`src/rtl/refill_arbiter_pkg.sv`:
```
// rtl/refill_arbiter_pkg.sv - shared cache refill constants, state encoding and AXI burst shape
package refill_arbiter_pkg;

  typedef enum logic [1:0] {
    ST_IDLE = 2'd0,
    ST_ADDR = 2'd1,
    ST_DATA = 2'd2,
    ST_DONE = 2'd3
  } refill_state_t;

  localparam logic [3:0] IC_ID_DEFAULT = 4'd0;
  localparam logic [3:0] DC_ID_DEFAULT = 4'd1;

  localparam int         LINE_WORDS = 8;
  localparam logic [2:0] LAST_BEAT  = 3'(LINE_WORDS - 1);

  localparam logic [7:0] AXI_LEN    = 8'd7;
  localparam logic [2:0] AXI_SIZE   = 3'b010;
  localparam logic [1:0] BURST_INCR = 2'b01;
  localparam logic [1:0] RESP_OKAY  = 2'b00;

endpackage

```
`src/rtl/rr_arb2.sv`:
```
// rtl/rr_arb2.sv - two-way round-robin picker, one-hot grant
module rr_arb2 (
  input  logic [1:0] req,
  input  logic       last_served,
  output logic [1:0] gnt
);

  // last_served: 0 means req[0] won last time, 1 means req[1]
  always_comb begin
    gnt = req;
    if (req == 2'b11) begin
      gnt = last_served ? 2'b01 : 2'b10;
    end
  end

endmodule

```
`src/rtl/refill_arbiter.sv`:
```
// rtl/refill_arbiter.sv - arbitrates icache/dcache line refills onto one AXI4 read burst at a time
module refill_arbiter
  import refill_arbiter_pkg::*;
#(
  parameter logic [3:0] IC_ID = IC_ID_DEFAULT,
  parameter logic [3:0] DC_ID = DC_ID_DEFAULT
) (
  input  logic                         clk,
  input  logic                         rst,
  input  logic                         ic_rd_req,
  input  logic [31:0]                  ic_addr,
  output logic                         ic_gnt,
  input  logic                         dc_rd_req,
  input  logic [31:0]                  dc_addr,
  output logic                         dc_gnt,
  output logic [LINE_WORDS-1:0][31:0]  line_data,
  output logic [3:0]                   arid,
  output logic [31:0]                  araddr,
  output logic [7:0]                   arlen,
  output logic [2:0]                   arsize,
  output logic [1:0]                   arburst,
  output logic                         arvalid,
  input  logic                         arready,
  input  logic [3:0]                   rid,
  input  logic [31:0]                  rdata,
  input  logic [1:0]                   rresp,
  input  logic                         rlast,
  input  logic                         rvalid,
  output logic                         rready,
  output logic                         protocol_err
);

  refill_state_t state_q, state_d;
  // winner_dc_q doubles as the last-served record for the round-robin picker
  logic          winner_dc_q;
  logic [31:0]   addr_q;
  logic [3:0]    id_q;
  logic [2:0]    count_q;
  logic          perr_q;
  logic [1:0]    pick;
  logic [31:0]   miss_addr;
  logic          any_req;
  logic          beat;
  logic          unused_sigs;

  rr_arb2 u_rr_arb2 (
    .req         ({dc_rd_req, ic_rd_req}),
    .last_served (winner_dc_q),
    .gnt         (pick)
  );

  assign any_req   = ic_rd_req || dc_rd_req;
  assign miss_addr = pick[1] ? dc_addr : ic_addr;
  assign beat      = rvalid && rready;

  assign arid         = id_q;
  assign araddr       = addr_q;
  assign arlen        = AXI_LEN;
  assign arsize       = AXI_SIZE;
  assign arburst      = BURST_INCR;
  assign protocol_err = perr_q;
  assign unused_sigs  = ^{rid, miss_addr[4:0], pick[0]};

  always_comb begin
    state_d = state_q;
    arvalid = 1'b0;
    rready  = 1'b0;
    ic_gnt  = 1'b0;
    dc_gnt  = 1'b0;
    case (state_q)
      ST_IDLE: begin
        // stray beats from an abandoned burst are drained here
        rready = 1'b1;
        if (any_req) state_d = ST_ADDR;
      end
      ST_ADDR: begin
        arvalid = 1'b1;
        if (arready) state_d = ST_DATA;
      end
      ST_DATA: begin
        rready = 1'b1;
        if (rvalid && count_q == LAST_BEAT) state_d = ST_DONE;
      end
      ST_DONE: begin
        ic_gnt  = !winner_dc_q;
        dc_gnt  = winner_dc_q;
        state_d = ST_IDLE;
      end
      default: state_d = ST_IDLE;
    endcase
  end

  always_ff @(posedge clk) begin
    if (rst) begin
      state_q     <= ST_IDLE;
      winner_dc_q <= 1'b1;
      addr_q      <= '0;
      id_q        <= '0;
      count_q     <= '0;
      perr_q      <= 1'b0;
      line_data   <= '0;
    end else begin
      state_q <= state_d;
      if (state_q == ST_IDLE && any_req) begin
        winner_dc_q <= pick[1];
        addr_q      <= {miss_addr[31:5], 5'b0};
        id_q        <= pick[1] ? DC_ID : IC_ID;
      end
      if (state_q == ST_ADDR && arready) begin
        count_q <= '0;
      end
      if (state_q == ST_DATA && beat) begin
        line_data[count_q] <= rdata;
        count_q            <= count_q + 3'd1;
        // completion counts beats; rlast is only checked for placement
        if ((rlast != (count_q == LAST_BEAT)) || (rresp != RESP_OKAY)) begin
          perr_q <= 1'b1;
        end
      end
    end
  end

endmodule

```
`config.mk`:
```
export PLATFORM = sky130hd
export DESIGN_NAME = refill_arbiter
export DESIGN_NICKNAME = d
export VERILOG_FILES = /design/src/rtl/refill_arbiter_pkg.sv /design/src/rtl/rr_arb2.sv /design/src/rtl/refill_arbiter.sv
export SDC_FILE = /design/constraint.sdc
export NUM_CORES = 1
export LEC_CHECK = 0
export ABC_AREA = 1
export BUFFER_PORTS_ARGS = -buffer_cell sky130_fd_sc_hd__buf_2
export CAP_MARGIN = 15
export CORE_MARGIN = 10
export CORE_UTILIZATION = 49
export DETAILED_ROUTE_END_ITERATION = 6
export PLACE_DENSITY = 0.8
export SLEW_MARGIN = 20
export SYNTH_ARGS = -nofsm -noshare
export SYNTH_HDL_FRONTEND = slang
export SYNTH_SLANG_ARGS = --single-unit
```
`constraint.sdc`:
```
create_clock -name clk -period 1.92 [get_ports clk]
set_input_delay 0.192 -clock clk [delete_from_list [all_inputs] [get_ports clk]]
set_output_delay 0.192 -clock clk [all_outputs]
set_load 0.01 [all_outputs]
```
==> flow_summary.json <==
{
  "dpl.hpwl_mm": 27.5,
  "syn_inst": 1423,
  "cts_buffers": 29,
  "drive_above_1_share": 0.263,
  "max_freq_mhz": 538,
  "crit_fanout": 1,
  "postRouteAntennaNets": 0,
  "place_inst": 2033,
  "diodes": 0,
  "min_path_cells": 5,
  "first_global_vias": 10900,
  "grt_max_degree": 62,
  "fin_nets": 1953,
  "powerDensity_nw_per_um2": 1050,
  "grt-ovfl-total": 0,
  "stdcell_count": 2139,
  "hp-start": "ic_addr[8]",
  "worstRegToRegCells": 8,
  "h-tree-depth": 1,
  "fin_tns_setup_ns": 0,
  "peakVddDrop_uv": 720,
  "first_iter_violations": 1133,
  "finalHoldViolCount": 0,
  "track_usage": 0.270,
  "layout_commonest_cell": "nor2_1",
  "syn2layout_area_growth_pct": 33.4,
  "cts_max_path_buffers": 3,
  "root_buffer": "clkbuf_16",
  "rows": 54,
  "port_buffers": 383,
  "drv_slew": 0,
  "core_sq_um": 21800,
  "setup_violations": 0,
  "endpoint_kind": "flop",
  "fillCellCount": 1773,
  "ys_ff_latch": 291,
  "reg2reg_slack_ns": 0.14,
  "reg2reg_from": "count_q[1]",
  "antenna_found_initial": 0,
  "period_share": 0.968,
  "initial_core_util": 0.497,
  "clock_skew_ns": 0.0145,
  "via_per_inst": 5.27,
  "totalWireLength_mm": 41.1,
  "ys_types": 20,
  "die_x_um": 169,
  "worstSetupStartpointType": "input port",
  "r2r-end": "protocol_err",
  "grt_pass1_wl_mm": 62.4,
  "layout_common_cells": "nor2_1, buf_2, dfxtp_1",
  "cp_data_required_time_ns": 2.36,
  "dieHeight_um": 169,
  "cts_tree": "built",
  "rsz0062_at_grt": "false",
  "routabilityCongestion": 0.841,
  "hold_end": "araddr[8]",
  "drv_cap": 0,
  "clk_latency_ns": 0.56,
  "avgSynthCellArea_sq_um": 7.60,
  "wl_per_cell_um": 19.2,
  "p_leak_nw": 6.92,
  "critPathKind": "input port to flop",
  "worst_hold_path_type": "input port to flop",
  "outcome": "finished clean",
  "cts.sinks": 291,
  "clk_pin_slew_ns": 0.06,
  "seq_area_frac_synth": 0.538,
  "die_area_sq_um": 28400,
  "finalCriticalPeriod_ns": 1.86,
  "yosysWarningCount": 0,
  "syn-cell-area_sq_um": 10800,
  "via_count": 11300,
  "cp.arrival_ns": 2.29,
  "drc": 0,
  "pin_count": 419,
  "first_pass_iters": 7
}
power by group:
part	total (W)	switching (W)	internal, W
Clock	0.00577	0.00241	0.00337
Sequential	0.00671	0.000246	0.00646
Combinational	0.00270	0.00169	0.00101
Total	0.0152	0.00434	0.0108
critical path: stages:
cell,delay [ns]
dlygate4sd3_1,0.53
buf_2,0.12
nor2_1,0.07
dlygate4sd3_1,0.55
nand3_1,0.07
dlygate4sd3_1,0.55
a21oi_1,0.15
nor2_1,0.06
state kept, by name (all words and copies together) (netlist names):
register      flops
araddr           27
arid              1
count_q           3
line_data       256
protocol_err      1
state_q           2
winner_dc_q       1
final cells by class:
cell class	instances	area, sq um	area share
Sequential cell	291	5830	0.404
Multi-Input combinational cell	987	4220	0.293
Timing Repair Buffer	473	2830	0.196
Clock buffer	41	851	0.0590
Tap cell	280	350	0.0243
Inverter	55	214	0.0148
Clock inverter	12	134	0.00928
through the flow:
stage / hold slack, ns / power, W / util / cell area (sq um) / worst slack [ns]
2_1_floorplan: 0.261 / 0.00822 / - / 10900 / 0.438
3_3_place_gp: 0.445 / 0.00916 / 0.592 / 12900 / 0.219
3_5_place_dp: 0.449 / 0.00924 / 0.592 / 12900 / 0.125
4_1_cts: 0.000688 / 0.0151 / 0.662 / 14400 / 0.00734
5_1_grt: 0.00933 / 0.0157 / 0.663 / 14400 / 0.00499
6_report: 0.0172 / 0.0152 / 0.663 / 14400 / 0.0613
cell usage after synthesis:
master / number / area share
a21oi_1: 32 / 0.015
buf_2: 10 / 0.0046
buf_4: 29 / 0.020
buf_6: 16 / 0.017
clkbuf_1: 54 / 0.019
conb_1: 2 / 0.00069
dfxtp_1: 291 / 0.54
ha_1: 7 / 0.0081
inv_1: 46 / 0.016
inv_2: 9 / 0.0031
nand2_1: 109 / 0.038
nand2_2: 1 / 0.00058
nand2_4: 1 / 0.0010
nand3_1: 6 / 0.0028
nand4_1: 2 / 0.0012
nor2_1: 521 / 0.18
nor2_4: 3 / 0.0031
o21ai_0: 275 / 0.13
o21ai_1: 8 / 0.0037
or2_2: 1 / 0.00058
worst max-delay path by stage:
stage | startpoint | to | slack [ns]
2_1_floorplan | state_q[0] | line_data[65] | 0.44
3_3_place_gp | state_q[0] | line_data[34] | 0.22
3_5_place_dp | state_q[0] | line_data[52] | 0.13
4_1_cts | state_q[0] | rready | 0.007
5_1_grt | rresp[0] | protocol_err | 0.005
6_report | rresp[0] | protocol_err | 0.06
cell families after synthesis:
family	after synthesis	share of synthesized area
AOI/OAI and AO/OA	315	0.146
adders and majority gates	7	0.00809
buffers and inverters	164	0.0792
DFF	291	0.538
other	2	0.000694
and+or+nand+nor	644	0.228
metal layers:
| metal | routed length, um | GRT usage |
|---|---|---|
| met5 | 0 | 0 |
| met4 | 1930 | 0.122 |
| met3 | 4950 | 0.0871 |
| met2 | 19400 | 0.448 |
| met1 | 14900 | 0.311 |
timing repair:
item / 4_1_cts / 5_1_grt
pin swaps: 0 / 0
buffers inserted: 1 / 0
hold endpoints to repair: 32 / 0
gates resized for setup: 2 / 6
setup endpoints to repair: 1 / 34
hold buffers: 52 / 0
(Power assumes the default switching activity.)
